--- config.mk ---
export PLATFORM = sky130hd
export DESIGN_NAME = overlap_add
export DESIGN_NICKNAME = d
export VERILOG_FILES = /design/src/rtl/dsp_pkg.sv /design/src/rtl/tail_ram.sv /design/src/rtl/overlap_add.sv
export SDC_FILE = /design/constraint.sdc
export NUM_CORES = 2
export LEC_CHECK = 0
export ABC_CLOCK_PERIOD_IN_PS = 13200
export BUFFER_PORTS_ARGS = -buffer_cell sky130_fd_sc_hd__buf_4
export CORE_MARGIN = 2
export CORE_UTILIZATION = 45
export CTS_BUF_LIST = sky130_fd_sc_hd__clkbuf_16
export DETAILED_ROUTE_END_ITERATION = 8
export PLACE_DENSITY_LB_ADDON = 0.12
export SYNTH_ARGS = -nofsm -noshare
export SYNTH_HDL_FRONTEND = slang
export SYNTH_HIERARCHICAL = 1
export SYNTH_SLANG_ARGS = --single-unit
--- constraint.sdc ---
create_clock -name clk -period 13.2 [get_ports clk]
set_clock_uncertainty 0.1 [all_clocks]
set_input_delay 1.32 -clock clk [delete_from_list [all_inputs] [get_ports clk]]
set_output_delay 1.32 -clock clk [all_outputs]
set_load 0.01 [all_outputs]
--- src/rtl/dsp_pkg.sv ---
// dsp_pkg: shared frame geometry defaults, sample type, FSM states and the Q2.14 gain/saturate helper
package dsp_pkg;
    localparam int DEF_FRAME_LEN = 256;
    localparam int DEF_HOP = 128;
    localparam int DEF_GAIN_Q14 = 15170;
    typedef logic signed [15:0] sample_t;
    typedef enum logic [1:0] {IDLE, HEAD, TAIL, FLUSH} state_t;
    function automatic sample_t sat_gain(input logic signed [16:0] s, input logic [15:0] g);
        logic signed [33:0] p;
        logic signed [33:0] q;
        p = 34'(s) * 34'($signed({1'b0, g}));
        q = p >>> 14;
        return q > 34'sd32767 ? 16'sh7fff : q < -34'sd32768 ? 16'sh8000 : q[15:0];
    endfunction
endpackage

--- src/rtl/tail_ram.sv ---
// tail_ram: HOP-deep store for the second half of the previous frame; synchronous write, combinational read
module tail_ram
    import dsp_pkg::*;
#(
    parameter int DEPTH = DEF_HOP,
    localparam int AW = DEPTH > 1 ? $clog2(DEPTH) : 1
) (
    input  logic          clk,
    input  logic          we,
    input  logic [AW-1:0] waddr,
    input  sample_t       wdata,
    input  logic [AW-1:0] raddr,
    output sample_t       rdata
);
    sample_t mem [DEPTH];
    always_ff @(posedge clk) if (we) mem[waddr] <= wdata;
    assign rdata = mem[raddr];
endmodule

--- src/rtl/overlap_add.sv ---
// overlap_add: 50% overlap-add of windowed frames with gain normalisation, saturation and tail flush
module overlap_add
    import dsp_pkg::*;
#(
    parameter int FRAME_LEN = DEF_FRAME_LEN,
    parameter int HOP = DEF_HOP,
    parameter int GAIN_Q14 = DEF_GAIN_Q14
) (
    input  logic    clk,
    input  logic    reset,
    input  sample_t in,
    input  logic    in_valid,
    input  logic    in_first,
    output logic    in_ready,
    input  logic    flush,
    output sample_t out,
    output logic    out_valid,
    output logic    frame_err
);
    localparam int IW = $clog2(FRAME_LEN);
    localparam int AW = HOP > 1 ? $clog2(HOP) : 1;
    localparam logic [15:0] GAIN = 16'(GAIN_Q14);
    state_t state_q, state_d;
    logic [IW-1:0] idx_q, idx_d, k;
    logic tail_valid_q, tail_valid_d, flush_pend_q, flush_pend_d;
    logic out_valid_q, out_valid_d, frame_err_q, frame_err_d;
    sample_t out_q, out_d, tail_rd, tail_term;
    logic acc, err, go_flush, we;
    logic [AW-1:0] raddr, waddr;

    tail_ram #(.DEPTH(HOP)) u_tail (
        .clk(clk), .we(we), .waddr(waddr), .wdata(in), .raddr(raddr), .rdata(tail_rd)
    );

    always_ff @(posedge clk) begin
        if (reset) begin
            state_q <= IDLE;
            idx_q <= '0;
            tail_valid_q <= 1'b0;
            flush_pend_q <= 1'b0;
            out_q <= '0;
            out_valid_q <= 1'b0;
            frame_err_q <= 1'b0;
        end else begin
            state_q <= state_d;
            idx_q <= idx_d;
            tail_valid_q <= tail_valid_d;
            flush_pend_q <= flush_pend_d;
            out_q <= out_d;
            out_valid_q <= out_valid_d;
            frame_err_q <= frame_err_d;
        end
    end

    // A resync (in_first off boundary) restarts the frame on the current sample as index 0.
    always_comb begin
        go_flush = (flush_pend_q || flush) && idx_q == '0 && (state_q == IDLE || state_q == HEAD);
        in_ready = state_q != FLUSH && !go_flush;
        acc = in_valid && in_ready;
        err = acc && in_first && idx_q != '0;
        k = err ? '0 : idx_q;
        we = acc && !err && state_q == TAIL;
        raddr = k[AW-1:0];
        waddr = AW'(idx_q - IW'(HOP));
        tail_term = tail_valid_q ? tail_rd : '0;
    end

    always_comb begin
        state_d = state_q;
        idx_d = idx_q;
        tail_valid_d = tail_valid_q;
        flush_pend_d = flush_pend_q || flush;
        out_d = out_q;
        out_valid_d = 1'b0;
        frame_err_d = err;
        if (go_flush) begin
            state_d = FLUSH;
            idx_d = '0;
            flush_pend_d = 1'b0;
        end else if (state_q == FLUSH) begin
            out_d = sat_gain(17'(tail_term), GAIN);
            out_valid_d = 1'b1;
            idx_d = idx_q == IW'(HOP - 1) ? '0 : idx_q + 1'b1;
            state_d = idx_q == IW'(HOP - 1) ? IDLE : FLUSH;
            tail_valid_d = tail_valid_q && idx_q != IW'(HOP - 1);
        end else if (acc && (state_q != TAIL || err)) begin
            out_d = sat_gain(17'(in) + 17'(tail_term), GAIN);
            out_valid_d = 1'b1;
            idx_d = k + 1'b1;
            state_d = k == IW'(HOP - 1) ? TAIL : HEAD;
        end else if (acc) begin
            idx_d = idx_q == IW'(FRAME_LEN - 1) ? '0 : idx_q + 1'b1;
            state_d = idx_q == IW'(FRAME_LEN - 1) ? HEAD : TAIL;
            tail_valid_d = tail_valid_q || idx_q == IW'(FRAME_LEN - 1);
        end
    end

    assign out = out_q;
    assign out_valid = out_valid_q;
    assign frame_err = frame_err_q;
endmodule
Yosys cells after proc, flatten, opt, wreduce, memory -nomap -nowiden
Memory sizes are Yosys's and may differ from the RTL's. Index checks and enable logic that the tools add are counted.

Register bits: 30. Bits in writable memories: 2048. Output and inout bits: 19. Memories kept: 1.

Add/subtract/negate cells: 4. Multiply operators: 2. Magnitude comparators: 4. Equality and inequality tests: 10. Multiplexer cells: 27. Bitwise logic cells: 1. Reductions and logical operators: 26.

Memories: u_tail.mem (depth 128, width 16, read ports 1, clocked after memory_dff 0, write ports 1, line tail_ram.sv:15) `sample_t mem [DEPTH];`.

Operators with widths (number): $mux 16 (7); $mux 8 (6); $mul 17x14->31 const B (1); $mul 16x14->30 const B (1); $gt 18x16->1 const B (1); $lt 18x16->1 const B (1); $add 16x16->17 (1); $gt 17x16->1 const B (1); $lt 17x16->1 const B (1); $add 8x1->8 const B (2); $eq 8x7->1 const B (2); $mux 2 (7); $logic_and 1x1->1 (10); $eq 8x8->1 const B (1); $logic_not 8->1 (1); $ne 8x7->1 const B (1); $reduce_bool 8->1 (1); $mux 1 (7); $sub 7x1->7 const B (1); $ne 2x2->1 const B (3); $eq 2x2->1 const B (2); $logic_or 1x1->1 (4); $reduce_bool 2->1 (2); $reduce_bool 4->1 (1); 8 further kinds (9).

Longest topological paths before layout
An unclocked memory read counts as a cell.

Word-level depth: 18. Mapped depth: 49. Gate-level depth less buffers: 42.

By module
The synthesis kept the hierarchy.

By module, submodules not included: tail_ram (times used 1, cells each 3070, area each 78202.5 sq um, seq. area each 61499.0 sq um); overlap_add (times used 1, cells each 1306, area each 10988.0 sq um, seq. area each 600.6 sq um).

Worst setup path before layout
No wires, ideal clock.

Path type: input port to flip-flop. From: input port in_valid. To: register out_q[5], in the netlist out[5]. Arrival: 13.710 ns. Data required time: 12.982 ns. Setup slack: -0.728 ns. Cell stages on the path: 48. Path buffers: 8. Path through: clkbuf_1 nand2_1 a211o_1 clkbuf_1 and2_1 clkbuf_1 clkbuf_1 buf_1 mux4_2 mux4_2 mux4_2 mux2_2 buf_2 and2_1 clkbuf_1 xor2_1 ha_1 a21oi_1 (+12 left out) fa_1 fa_1 ha_1 inv_1 fa_1 inv_1 ha_1 a21o_1 a21o_1 a21oi_1 o21a_1 a31oi_1 o41ai_4 nor4b_2 o31ai_4 buf_4 a31oi_1 o21ai_1.

Longest elaborated chain between the ends: 13.

RTL lines: from (decl) (line overlap_add.sv:12) `input logic in_valid,`; $logic_and 1x1->1 * (line overlap_add.sv:59) `acc = in_valid && in_ready;`; $logic_and 1x1->1 * (2 in a row) (line overlap_add.sv:60) `err = acc && in_first && idx_q != '0;`; $mux 8 * (line overlap_add.sv:61) `k = err ? '0 : idx_q;`; via k[2] (line overlap_add.sv:24) `logic [IW-1:0] idx_q, idx_d, k;`; $mem_v2 128x16 *; via tail_rd[1] (line overlap_add.sv:27) `sample_t out_q, out_d, tail_rd, tail_term;`; $mux 16 * (line overlap_add.sv:65) `tail_term = tail_valid_q ? tail_rd : '0;`; $add 16x16->17 (line overlap_add.sv:87) `out_d = sat_gain(17'(in) + 17'(tail_term), GAIN);`; $mul 17x14->31 (line dsp_pkg.sv:11) `p = 34'(s) * 34'($signed({1'b0, g}));`; $lt 18x16->1 (line dsp_pkg.sv:13) `return q > 34'sd32767 ? 16'sh7fff : q < -34'sd32768 ? 16'sh8000 : q[15:0];`; $mux 16 (2 in a row) (line dsp_pkg.sv:13); $mux 16 (line overlap_add.sv:86) `end else if (acc && (state_q != TAIL || err)) begin`; $mux 16 * (line overlap_add.sv:80) `end else if (state_q == FLUSH) begin`; to (signal assigned) (line overlap_add.sv:49) `out_q <= out_d;`; to (decl) (line overlap_add.sv:27).

The timed path passes the listed nets; every way through them passes the cells marked *. The select of a mux whose other input is x is not followed. A chain may end at the register's enable or synchronous reset.

Worst setup path in the final report
From: register idx_q[1]. To: register out_q[2], in the netlist out[2].

Longest elaborated chain between the ends: 18.

RTL lines: from (decl) (line overlap_add.sv:24); from (signal assigned) (line overlap_add.sv:46) `idx_q <= idx_d;`; $logic_not 8->1 (line overlap_add.sv:57) `go_flush = (flush_pend_q || flush) && idx_q == '0 && (state_q == IDLE || state_q == HEAD);`; $logic_and 1x1->1 (2 in a row) (line overlap_add.sv:57); $logic_not 1->1 (line overlap_add.sv:58) `in_ready = state_q != FLUSH && !go_flush;`; $logic_and 1x1->1 (line overlap_add.sv:58); $logic_and 1x1->1 (line overlap_add.sv:59); $logic_and 1x1->1 (line overlap_add.sv:60); $logic_and 1x1->1 * (line overlap_add.sv:60); $mux 8 * (line overlap_add.sv:61); via k[2] (line overlap_add.sv:24); (+1 left out); via tail_rd[1] (line overlap_add.sv:27); $mux 16 * (line overlap_add.sv:65); $add 16x16->17 (line overlap_add.sv:87); $mul 17x14->31 (line dsp_pkg.sv:11); $lt 18x16->1 (line dsp_pkg.sv:13); $mux 16 (2 in a row) (line dsp_pkg.sv:13); $mux 16 (line overlap_add.sv:86); $mux 16 * (line overlap_add.sv:80).

Marked as above.

==> flow_summary.toml <==
[synth]
seq_area_frac_synth_pct = 69.63
yosysTopAreaCellShare_pct = 68.95
synth-edff-count = 2048
synth_flop_cell = "edfxtp_1"
syn-num-nets = 4728
synth-seq-cells = 2078
syn_inst = 4376
avgSynthCellArea_um2 = 20.38
synthArstFlopShare_pct = 0
ys_types = 80
synth_top_cells_by_count = "edfxtp_1, mux4_2, inv_1, ha_1, nor2_1"
synth_area_leaders = "edfxtp_1, mux4_2, fa_1"
synth_warnings = 6
synth_top_cell_by_area = "edfxtp_1"
yosysMostFrequentCell = "edfxtp_1"
synthesis.area_um2 = 89190

[route]
dr.pass1.iters = 6
via_per_inst = 5.811
ant_nets = 0
routed_wl_um = 231500
drc = 0
wire_per_inst_um = 30.83
drt_iter0_drc = 4667
vias = 43641

[clock_network]
clock_tree.root_cell = "clkbuf_16"
worstSkewPairLatency_ps = 870
cts_buffers = 211
cts_hold_buf = 0
cts_resized = 0
cts_setup_buffers = 0
cts_tree = "yes"
cts.path.max_buffers = 3
cts.sinks = 2078
htree_levels = 4
clkTransAtPathRegs_ps = 60

[critical_path]
cpMaxStageDelayCell = "and2_4"
startpoint_type = "flop"
cp_data_arrival_time_ps = 12880
cp_data_required_time_ps = 13850
crit_path_max_fanout = 29
crit_type = "reg2reg"
path_delay_family = "compound AO/OA/AOI/OAI gates"
cp.depth = 43
critPathMaxStageDelay_ps = 650
reg2reg_depth = 43
cp_num_buf_inv = 5
crit_top_cell = "ha_1"
crit_path_end_kind = "flop"

[pwr]
power_w = 0.01629
total_leakage_power_nw = 33.45
power_density_nw_per_um2 = 160.7
ir_drop_uv = 138.7

[die]
die_y_um = 449.2
fp-row-count = 163
die_w_um = 449.2
die_area_um2 = 201800
ios = 40
fp.coreArea_um2 = 197200
start_util_pct = 45.22

[sta]
fmax_mhz = 81.80
hold_viol_final = 0
period_share_pct = 92.62
tns_ps = 0
tightestPinTransition_ps = 1248
period_needed_ps = 12230
maxSlewHeadroom_pct = 16.74
slew_viol_final = 0
grt_setup_unrepaired = "false"
setup_viol = 0

[flow_run]
drv_cap = 0

[hold_path]
hold_depth = 2
min_path_type = "reg2reg"

[grt]
grt_max_degree = 98
grt_pass1_wl_um = 332700
grt_pass1_vias = 44492
overflow = 0
antenna_found_initial = 31
grt_util_all_layers_pct = 23.17

[layout]
syn2layout_area_growth_pct = 13.65
drive_above_1_share_pct = 28.48
fin_nets = 5037

[place]
io_buffer_count = 39
dpl.hpwl_um = 146900
gp_congestion = 0.8307

[outcome]
status = "finished clean"
==> cell usage in the layout (no fill, tap or decap), types with 35 or more instances in the layout <==
cell type,count
nand2_1,87
clkbuf_16,214
nor2_2,58
clkinv_1,47
edfxtp_1,2048
mux4_2,672
buf_4,280
inv_1,350
clkinv_2,41
xnor2_1,35
o21ai_0,36
xor2_1,61
fa_1,140
a21oi_1,75
nor2_1,115
ha_1,191
==> registers in the layout (all words and copies together), names as in the netlist <==
| register | count |
|---|---|
| flush_pend_q | 1 |
| frame_err | 1 |
| idx_q | 8 |
| out | 16 |
| out_valid | 1 |
| state_q | 2 |
| tail_valid_q | 1 |
| u_tail/mem | 2048 |
==> metrics by stage <==
step	instance area [um^2]	hold WS [ps]	instances	setup slack (ps)	util, %
after floorplan	89200	332.0	4376	107.5	-
after global placement	94430	342.2	7112	639.6	47.88
after detailed placement	94430	346.8	7112	535.2	47.88
after CTS	101400	354.3	7503	946.2	51.39
after global routing	101400	370.1	7503	48.18	51.39
final	101400	352.1	7510	974.7	51.40
==> cells by family (layout without fill, tap and decap cells) <==
group	Yosys count	count (layout)	share of synthesized area, %
flip-flops	2078	2078	69.63
multiplexers	692	692	17.22
buffers and inverters	512	999	2.270
AND/OR/NAND/NOR	415	415	2.129
adder cells (fa/ha/maj)	333	333	5.844
AO/OA/AOI/OAI	248	248	1.932
XOR/XNOR	98	98	0.9792
other	0	7	0
==> metal layers <==
metal	track usage [%]	vias to the layer above	share of wire, %
met4	5.945	8	2.4
met1	34.06	23628	44
met5	0	-	0.022
met3	3.284	286	6.1
li1	-	18309	-
met2	36.71	1410	48
==> report_power, final <==
part / switching [W] / internal [W]
Sequential: 0.0000130 / 0.00727
Clock: 0.00253 / 0.00341
Combinational: 0.00175 / 0.00132
Total: 0.00429 / 0.0120
==> worst paths after layout <==
path,start,end,slack [ps]
hold reg to reg,out[7],out[7],350
hold / removal,out[7],out[7],350
setup reg to reg,idx_q[1],out[2],970
setup / recovery,idx_q[1],out[2],970
==> layout make-up <==
type | instances | area [um^2]
Multi-Input combinational cell | 1786 | 25280
Antenna cell | 7 | 17.52
Inverter | 303 | 1137
Clock inverter | 177 | 1568
Sequential cell | 2078 | 62100
Clock buffer | 214 | 5355
Fill cell | 15657 | 95850
Timing Repair Buffer | 305 | 2603
Tap cell | 2640 | 3303
==> worst reg2reg max path, delay by kind of cell (launching register included) <==
family	cells	cell delay (ps)
compound gates	17	3860
fa+ha+maj	9	3120
flops	1	310
simple gates	6	1890
buf+inv	5	670
mux	4	1850
xor+xnor	2	340
Power figures use the tool's default switching activity.
